[src/rtl/pipelined_add_cin_cout_if.sv]
// Elastic operand/result bundle for the pipelined adder/subtractor.
// The producer/consumer side uses master; the adder uses slave.
interface pipelined_add_cin_cout_if #(
    parameter int WIDTH = 16
);
    logic             I_VALID;
    logic             I_READY;
    logic [WIDTH-1:0] I0;
    logic [WIDTH-1:0] I1;
    logic             CIN;
    logic             SUB;
    logic             O_VALID;
    logic             O_READY;
    logic [WIDTH-1:0] O;
    logic             COUT;
    logic             V;

    modport master (
        output I_VALID, I0, I1, CIN, SUB, O_READY,
        input  I_READY, O_VALID, O, COUT, V
    );

    modport slave (
        input  I_VALID, I0, I1, CIN, SUB, O_READY,
        output I_READY, O_VALID, O, COUT, V
    );
endinterface

[src/rtl/pipelined_add_cin_cout.sv]
// Pipelined add/subtract with carry-in, carry-out and signed overflow.
// The carry chain is cut into STAGES chunks, one register stage per chunk.
module pipelined_add_cin_cout #(
    parameter int WIDTH  = 16,
    parameter int STAGES = 4
) (
    input  logic                     CLK,
    input  logic                     RESET,
    pipelined_add_cin_cout_if.slave  bus
);
    localparam int CHUNK = WIDTH / STAGES;
    localparam int LAST  = STAGES - 1;

    // Operands are shifted down as they travel so the chunk a stage works on
    // always sits in bits [CHUNK-1:0]; sums accumulate in place.
    logic [STAGES-1:0] v_reg;
    logic [STAGES-1:0] c_reg;
    logic [WIDTH-1:0]  a_reg [STAGES];
    logic [WIDTH-1:0]  b_reg [STAGES];
    logic [WIDTH-1:0]  s_reg [STAGES];
    logic              ovf_reg;

    logic [STAGES-1:0] v_in;
    logic [STAGES-1:0] c_in;
    logic [STAGES-1:0] load;
    logic [WIDTH-1:0]  a_in   [STAGES];
    logic [WIDTH-1:0]  b_in   [STAGES];
    logic [WIDTH-1:0]  s_in   [STAGES];
    logic [WIDTH-1:0]  a_next [STAGES];
    logic [WIDTH-1:0]  b_next [STAGES];
    logic [WIDTH-1:0]  s_next [STAGES];
    logic [CHUNK:0]    chunk_sum [STAGES];
    logic              ovf_next;

    generate
        for (genvar gi = 0; gi < STAGES; gi++) begin : g_stage
            if (gi == 0) begin : g_head
                assign a_in[gi] = bus.I0;
                assign b_in[gi] = bus.SUB ? ~bus.I1 : bus.I1;
                assign s_in[gi] = '0;
                assign c_in[gi] = bus.CIN;
                assign v_in[gi] = bus.I_VALID;
            end else begin : g_link
                assign a_in[gi] = a_reg[gi-1];
                assign b_in[gi] = b_reg[gi-1];
                assign s_in[gi] = s_reg[gi-1];
                assign c_in[gi] = c_reg[gi-1];
                assign v_in[gi] = v_reg[gi-1];
            end

            assign chunk_sum[gi] = {1'b0, a_in[gi][CHUNK-1:0]}
                                 + {1'b0, b_in[gi][CHUNK-1:0]}
                                 + {{CHUNK{1'b0}}, c_in[gi]};
            assign a_next[gi] = a_in[gi] >> CHUNK;
            assign b_next[gi] = b_in[gi] >> CHUNK;
            // Slice bits above gi*CHUNK are still zero, so OR inserts the slice.
            assign s_next[gi] = s_in[gi]
                              | (WIDTH'(chunk_sum[gi][CHUNK-1:0]) << (gi * CHUNK));
        end
    endgenerate

    // The last stage sees the top chunk, so its bit CHUNK-1 is the word MSB.
    assign ovf_next = (a_in[LAST][CHUNK-1] == b_in[LAST][CHUNK-1])
                   && (chunk_sum[LAST][CHUNK-1] != a_in[LAST][CHUNK-1]);

    // A stage can load when empty or when everything downstream moves.
    always_comb begin
        load       = '0;
        load[LAST] = !v_reg[LAST] || bus.O_READY;
        for (int k = LAST - 1; k >= 0; k--) begin
            load[k] = !v_reg[k] || load[k+1];
        end
    end

    always_ff @(posedge CLK) begin
        if (RESET) begin
            v_reg   <= '0;
            c_reg   <= '0;
            ovf_reg <= 1'b0;
            for (int k = 0; k < STAGES; k++) begin
                a_reg[k] <= '0;
                b_reg[k] <= '0;
                s_reg[k] <= '0;
            end
        end else begin
            for (int k = 0; k < STAGES; k++) begin
                if (load[k]) begin
                    v_reg[k] <= v_in[k];
                    if (v_in[k]) begin
                        a_reg[k] <= a_next[k];
                        b_reg[k] <= b_next[k];
                        s_reg[k] <= s_next[k];
                        c_reg[k] <= chunk_sum[k][CHUNK];
                    end
                end
            end
            if (load[LAST] && v_in[LAST]) begin
                ovf_reg <= ovf_next;
            end
        end
    end

    // Operand residue leaving the final stage is always zero.
    logic unused_tail;
    assign unused_tail = ^{a_reg[LAST], b_reg[LAST]};

    assign bus.I_READY = load[0];
    assign bus.O_VALID = v_reg[LAST];
    assign bus.O       = s_reg[LAST];
    assign bus.COUT    = c_reg[LAST];
    assign bus.V       = ovf_reg;
endmodule
[src/flat_wrapper.sv]
// flat-port wrapper written by rule: the top's interface ports become plain ports
module pipelined_add_cin_cout_flat 
#(
    parameter int WIDTH  = 16,
    parameter int STAGES = 4
)
  (CLK, RESET, bus_I_VALID, bus_I0, bus_I1, bus_CIN, bus_SUB, bus_O_READY, bus_I_READY, bus_O_VALID, bus_O, bus_COUT, bus_V);
  pipelined_add_cin_cout_if #(.WIDTH(WIDTH)) bus_i ();
  input  logic CLK;
  input  logic RESET;
  input wire logic [$bits(bus_i.I_VALID)-1:0] bus_I_VALID;
  input wire logic [$bits(bus_i.I0)-1:0] bus_I0;
  input wire logic [$bits(bus_i.I1)-1:0] bus_I1;
  input wire logic [$bits(bus_i.CIN)-1:0] bus_CIN;
  input wire logic [$bits(bus_i.SUB)-1:0] bus_SUB;
  input wire logic [$bits(bus_i.O_READY)-1:0] bus_O_READY;
  output wire logic [$bits(bus_i.I_READY)-1:0] bus_I_READY;
  output wire logic [$bits(bus_i.O_VALID)-1:0] bus_O_VALID;
  output wire logic [$bits(bus_i.O)-1:0] bus_O;
  output wire logic [$bits(bus_i.COUT)-1:0] bus_COUT;
  output wire logic [$bits(bus_i.V)-1:0] bus_V;
  assign bus_i.I_VALID = bus_I_VALID;
  assign bus_i.I0 = bus_I0;
  assign bus_i.I1 = bus_I1;
  assign bus_i.CIN = bus_CIN;
  assign bus_i.SUB = bus_SUB;
  assign bus_i.O_READY = bus_O_READY;
  assign bus_I_READY = bus_i.I_READY;
  assign bus_O_VALID = bus_i.O_VALID;
  assign bus_O = bus_i.O;
  assign bus_COUT = bus_i.COUT;
  assign bus_V = bus_i.V;
  pipelined_add_cin_cout #(.WIDTH(WIDTH), .STAGES(STAGES)) u_core (.CLK(CLK), .RESET(RESET), .bus(bus_i));
endmodule
[config.mk]
export PLATFORM = sky130hd
export DESIGN_NAME = pipelined_add_cin_cout_flat
export DESIGN_NICKNAME = d
export VERILOG_FILES = /design/src/rtl/pipelined_add_cin_cout_if.sv /design/src/rtl/pipelined_add_cin_cout.sv /design/src/flat_wrapper.sv
export SDC_FILE = /design/constraint.sdc
export NUM_CORES = 1
export LEC_CHECK = 0
export BUFFER_PORTS_ARGS = -buffer_cell sky130_fd_sc_hd__buf_2
export CORE_ASPECT_RATIO = 1.4
export CORE_MARGIN = 3
export CORE_UTILIZATION = 52
export DETAILED_ROUTE_END_ITERATION = 12
export PLACE_DENSITY_LB_ADDON = 0.3
export SETUP_SLACK_MARGIN = 0.3
export SLEW_MARGIN = 15
export SYNTH_ARGS = -nofsm -noshare
export SYNTH_HDL_FRONTEND = slang
export SYNTH_SLANG_ARGS = --single-unit
[constraint.sdc]
create_clock -name CLK -period 2.05 [get_ports CLK]
set_input_delay 0.1025 -clock CLK [delete_from_list [all_inputs] [get_ports CLK]]
set_output_delay 0.1025 -clock CLK [all_outputs]
set_load 0.01 [all_outputs]
==> results of run 1 <==
## cell type report
| type | count | share of cell area [%] |
|---|---|---|
| tap | 100 | 2.49 |
| sequential | 97 | 56.2 |
| timing repair buffer | 69 | 7.59 |
| inverter | 24 | 1.79 |
| clock inverter | 6 | 1.67 |
| clock buffer | 10 | 2.54 |
| multi-input combinational | 188 | 27.7 |
## cell usage in the layout (no fill, tap or decap), types with 6 or more instances in the layout
cell,synthesis,final
nor3_1,11,10
nor2_1,27,26
xnor2_1,15,14
dfxtp_1,9,7
edfxtp_1,88,88
ha_1,12,12
buf_4,0,10
nor2b_1,11,8
and2_1,48,48
nand2_1,6,6
inv_1,24,23
o21a_1,6,6
buf_2,3,57
a21oi_1,7,7
clkbuf_8,0,9
fa_2,0,8
and2_2,12,12
## metrics by stage
step           hold slack, ps  area [µm²]  setup WS, ps  cells  total power [µW]
6_report                 28.3        5030           288    494              3970
5_1_grt                  11.7        5030           233    494              4160
4_1_cts                  6.18        4990           251    492              4010
3_5_place_dp              361        4750           148    475              2730
3_3_place_gp              367        4750           213    475              2700
2_1_floorplan             232        4380           176    320              2610
## path summary, 6_finish.rpt
check / startpoint / to / slack [ps]
worst min-delay path: bus_I0[14] / u_core.a_reg[0][10]$_SDFFCE_PN0P_ / 30
worst min register to register: u_core.bus.V$_SDFFE_PP0P_ / u_core.bus.V$_SDFFE_PP0P_ / 450
worst max-delay path: u_core.a_reg[0][12]$_SDFFCE_PN0P_ / u_core.c_reg[2]$_SDFFE_PP0P_ / 290
worst max register to register: u_core.a_reg[0][12]$_SDFFCE_PN0P_ / u_core.c_reg[2]$_SDFFE_PP0P_ / 290
## power by group through the flow
stage	logic, µW	clock network, µW	registers [µW]
finish	378	1290	2310
global route	431	1410	2320
CTS	376	1320	2310
detailed placement	369	0	2360
global placement	350	0	2350
floorplan	255	0	2360
## critical path, stage by stage, from the launching register on
cell      delay, ps
edfxtp_1        340
inv_2            50
fa_2            410
fa_2            390
nor2b_2         150
o21a_1          150
nor3_1           40
a211oi_1        150
## cell families (layout without fill, tap and decap cells)
kind of cell,Yosys count,after routing
compound gates,21,21
simple gates,128,128
fa+ha+maj,20,20
buf+inv,35,109
flops,97,97
xor+xnor,19,19
## routing by layer
| metal | share of wire (%) | vias up | GRT usage, % |
|---|---|---|---|
| met1 | 38 | 1063 | 14.4 |
| met3 | 4.9 | 9 | 3.11 |
| met4 | 2.9 | 0 | 8.51 |
| li1 | - | 1213 | - |
| met5 | 0 | - | 0 |
| met2 | 54 | 60 | 24.5 |
## timing repair
item,CTS,global route
hold buffers,1,0
cloned,0,0
buffers inserted,0,2
pin swaps,0,6
endpoints found under the hold margin,1,0
endpoints found under the setup margin,24,42
gates resized for setup,6,10
==> impl_metrics.yaml, run 1 <==
global_routing:
  grt_max_degree: 29
  overflow: 0
  gr-usage-all-layers_pct: 13.6
  grt_pass1_wl_um: 10100
  grt_pass1_vias: 2281
  antenna_found_initial: 0
floorplan:
  die_width_um: 83.1
  die_area_um2: 9460
  core-area_um2: 7940
  die_y_um: 114
  start_util_pct: 54.4
  io_pins: 58
  rows: 38
yosys:
  synth_cells: 320
  synthXorXnorAreaFrac_pct: 3.85
  synth_edf_count: 88
  avgSynthCellArea_um2: 13.5
  yosys.area_share.simple_pct: 16.8
  yosysWarnings: 0
  synth_seq_area_share_pct: 65.3
  ys_top_cells_by_area: "edfxtp_1 (61%), and2_1 (6.9%), dfxtp_1 (4.2%), fa_1 (3.7%), ha_1 (3.5%)"
  synth-compound-area-share_pct: 3.21
  synthTopCellsByCount: "edfxtp_1 (88), and2_1 (48), nor2_1 (27)"
  synth.distinct_cells: 34
  synth_fa_ha_area_share_pct: 7.18
  synth_top_area_share_pct: 61.1
  synth-async-reset-ratio_pct: 0
  synth_area_um2: 4320
  syn_nets: 378
  ys.flop_type: "edfxtp_1"
  ys_seq_elements: 97
  synthMuxAreaShare_pct: 0
  synth_top_family_by_area: "simple AND/OR/NAND/NOR gates"
  yosys.area.top_type: "edfxtp_1"
  yosysMostFrequentCell: "edfxtp_1"
clock_tree:
  root_buffer: "clkbuf_8"
  cts_tree: "done"
  clk_latency_ps: 350
  htreeDepth: 3
  cts.clk_slew.worst_paths_ps: 90
  clock_sinks: 97
  clk_path_buf_depth: 2
  cts_buffers: 9
finish:
  postLayoutCoreUtil_pct: 63.3
  largest_register_ffs: 40
  multi_input_area_um2: 1390
  n_antenna_cell: 0
  register_area_um2: 2830
  area_growth_syn_to_layout_pct: 16.3
  final_nets: 447
  n_fill_cell: 619
  drive_gt1_share_pct: 29.2
detailed_routing:
  routed-via-count: 2345
  routed_wl_um: 5890
  first_iter_violations: 122
  ant_nets: 0
  first_pass_iters: 4
  wl_per_cell_um: 11.9
  avgViaCountPerCell: 4.75
  drcViolationCount: 0
sta:
  period_needed_ps: 1760
  tightestPinTransition_ps: 547
  maxSlewViolCount: 0
  hold_viol_final: 0
  setup-tns-final_ps: 0
  timing.final.crit_share_pct: 86.0
  setup_viol: 0
  fmax_mhz: 567
  skew_ps: 10.1
  rsz0062_at_grt: "true"
  relSlewSlack_pct: 63.4
critical_path:
  crit_type: "reg2reg"
  cp_data_arrival_time_ps: 2030
  startpoint_type: "flop"
  cp_max_fo: 2
  cp_data_required_time_ps: 2320
  ff2ff_path_depth: 7
  crit_path_end_kind: "flop"
run:
  maxCapViolations: 0
place:
  io_buffers: 57
  place.gp.congestion: 0.762
  place_hpwl_um: 4480
power_and_ir_drop:
  p_leak_uw: 0.00203
  p_int_uw: 3140
  power_switching_uw: 837
  power_frac_comb_pct: 9.5
  ir_drop_v: 0.000520
  seqPwrFrac_pct: 58.1
  swShare_pct: 21.1
  clockPowerShare_pct: 32.4
  powerDensity_nw_per_um2: 790
hold_path:
  hold_path_depth: 2
  hp-class: "in2reg"
status:
  status: "completed"
Note: power is estimated with default switching activity, not from simulation.
==> run 2: changes to the inputs <==
--- a/config.mk
+++ b/config.mk
@@ -8,7 +8,7 @@
 export BUFFER_PORTS_ARGS = -buffer_cell sky130_fd_sc_hd__buf_2
 export CORE_ASPECT_RATIO = 1.4
 export CORE_MARGIN = 3
-export CORE_UTILIZATION = 52
+export CORE_UTILIZATION = 57
 export DETAILED_ROUTE_END_ITERATION = 12
 export PLACE_DENSITY_LB_ADDON = 0.3
 export SETUP_SLACK_MARGIN = 0.3
==> constraint.sdc (replaced) <==
create_clock -name CLK -period 1.84 [get_ports CLK]
set_input_delay 0.092 -clock CLK [delete_from_list [all_inputs] [get_ports CLK]]
set_output_delay 0.092 -clock CLK [all_outputs]
set_load 0.01 [all_outputs]
==> run 2 against run 1 <==
Effect of this change:
- die area down 8.2%
- final area up 2.3%
- combinational power is 21% higher
- clock skew shrank 1.8 ps
- worst hold slack improved by 0.70 ps
- wire length down 0.27%
- global-route usage increased by 0.87 points
- worst setup slack got worse by 190 ps
- fmax grew 1.4%
- sequential cell count unchanged
- first-iteration DRC count is 33% lower
- highest routed layer unchanged
==> impl_metrics.yaml, run 2 (synthesized netlist as in run 1, its figures left out) <==
status:
  status: "completed"
clock_tree:
  clk_latency_ps: 350
  clk_path_buf_depth: 2
  cts.clk_slew.worst_paths_ps: 90
  cts_tree: "done"
  root_buffer: "clkbuf_8"
  htreeDepth: 3
  clock_sinks: 97
  cts_buffers: 9
sta:
  skew_ps: 8.27
  maxSlewViolCount: 0
  fmax_mhz: 575
  hold_viol_final: 0
  setup-tns-final_ps: 0
  tightestPinTransition_ps: 588
  period_needed_ps: 1740
  timing.final.crit_share_pct: 94.5
  rsz0062_at_grt: "true"
  relSlewSlack_pct: 60.7
  fin_ws_ps: 102
  setup_viol: 0
critical_path:
  startpoint_type: "flop"
  cp_max_fo: 2
  r2r-start: "u_core.a_reg[0][12]$_SDFFCE_PN0P_"
  crit_type: "reg2reg"
  cp_data_arrival_time_ps: 2000
  cp_data_required_time_ps: 2100
  r2r-end: "u_core.c_reg[2]$_SDFFE_PP0P_"
  reg2reg_slack_ps: 100
  crit_path_end_kind: "flop"
  ff2ff_path_depth: 7
finish:
  largest_register_ffs: 40
  area_growth_syn_to_layout_pct: 19.0
  mostFrequentLayoutCell: "edfxtp_1"
  final_nets: 451
  n_antenna_cell: 0
  drive_gt1_share_pct: 34.2
  final_cell_mix: "edfxtp_1 (88), buf_2 (57), and2_1 (48), nor2_1 (25), inv_1 (20)"
global_routing:
  overflow: 0
  antenna_found_initial: 0
  grt_pass1_vias: 2286
  grt_max_degree: 29
  grt_pass1_wl_um: 9540
  gr-usage-all-layers_pct: 14.5
floorplan:
  die_y_um: 109
  io_pins: 58
  die_width_um: 79.6
  start_util_pct: 60.4
  die_area_um2: 8680
  core-area_um2: 7160
  rows: 36
hold_path:
  hold_path_depth: 2
  hp-class: "in2reg"
  min-delay-start: "bus_I0[4]"
  holdPathEnd: "u_core.a_reg[0][0]$_SDFFCE_PN0P_"
power_and_ir_drop:
  powerDensity_nw_per_um2: 851
  ir_drop_v: 0.000471
  p_leak_uw: 0.00207
detailed_routing:
  routed_wl_um: 5870
  routed-via-count: 2396
  ant_nets: 0
  wl_per_cell_um: 11.9
  avgViaCountPerCell: 4.86
  first_pass_iters: 4
  drcViolationCount: 0
  first_iter_violations: 82
place:
  place.gp.congestion: 0.806
  io_buffers: 57
  place_ws_ps: -21.8
  place_hpwl_um: 4150
run:
  maxCapViolations: 0
run 2: cell types whose count changed in the layout (fill, tap and decap cells not counted), moves of 3 or more:
| cell | change |
|---|---|
| inv_2 | +3 |
| inv_1 | -3 |
| nor3_2 | +3 |
| nor3_1 | -3 |
run 2: worst max-delay path by stage:
stage                                            startpoint                            to  slack (ps)  depth (start not counted)
after floorplan                                     bus_SUB  u_core.c_reg[0]$_SDFFE_PP0P_         -20                          9
after global placement                              bus_SUB  u_core.c_reg[0]$_SDFFE_PP0P_          20                          8
after detailed placement                            bus_SUB  u_core.c_reg[0]$_SDFFE_PP0P_         -20                          8
after CTS                 u_core.b_reg[0][12]$_SDFFCE_PN0P_  u_core.c_reg[2]$_SDFFE_PP0P_         130                          7
after global routing      u_core.a_reg[0][12]$_SDFFCE_PN0P_  u_core.c_reg[2]$_SDFFE_PP0P_          20                          7
final                     u_core.a_reg[0][12]$_SDFFCE_PN0P_  u_core.c_reg[2]$_SDFFE_PP0P_         100                          7
run 2: worst max-delay path: stages, from the launching register on:
cell and delay [ps]:
edfxtp_1 350, inv_2 40, fa_2 420, fa_2 370, nor2b_2 150, o21a_1 130, nor3_1 40, a211oi_1 150
run 2: final cells by class:
class	instances	area [µm²]
Multi-Input combinational cell	189	1500
Timing Repair Buffer	72	410
Fill cell	445	2020
Clock buffer	9	124
Tap cell	95	119
Clock inverter	7	76.3
Inverter	24	90.1
Sequential cell	97	2830
run 2: power by group:
| group | leakage, µW | switching [µW] | internal (µW) |
|---|---|---|---|
| clock network | 0.0000979 | 706 | 638 |
| logic | 0.000955 | 241 | 218 |
| registers | 0.00102 | 34.4 | 2540 |
run 2: metal layers:
layer / share of wire, % / global-route usage [%]
met5: 0 / 0
met4: 2.4 / 7.74
met3: 5.9 / 4.05
met2: 56 / 25.4
met1: 36 / 15.8
run 2: through the flow:
stage	hold slack (ps)	power (µW)	cells	cell area (µm²)	utilization, %
6_report	29.0	4380	493	5140	71.8
5_1_grt	2.92	4590	493	5140	71.8
4_1_cts	3.84	4370	488	5010	69.9
3_5_place_dp	356	3030	469	4760	66.5
3_3_place_gp	357	3010	469	4760	66.5
2_1_floorplan	221	2910	320	4400	-
run 2: timing repair:
action,CTS,global route
hold endpoints to repair,1,1
endpoints found under the setup margin,83,114
gates cloned,0,1
hold buffers,1,1
gates resized for setup,11,21
setup buffers,2,3
pin swaps,9,12
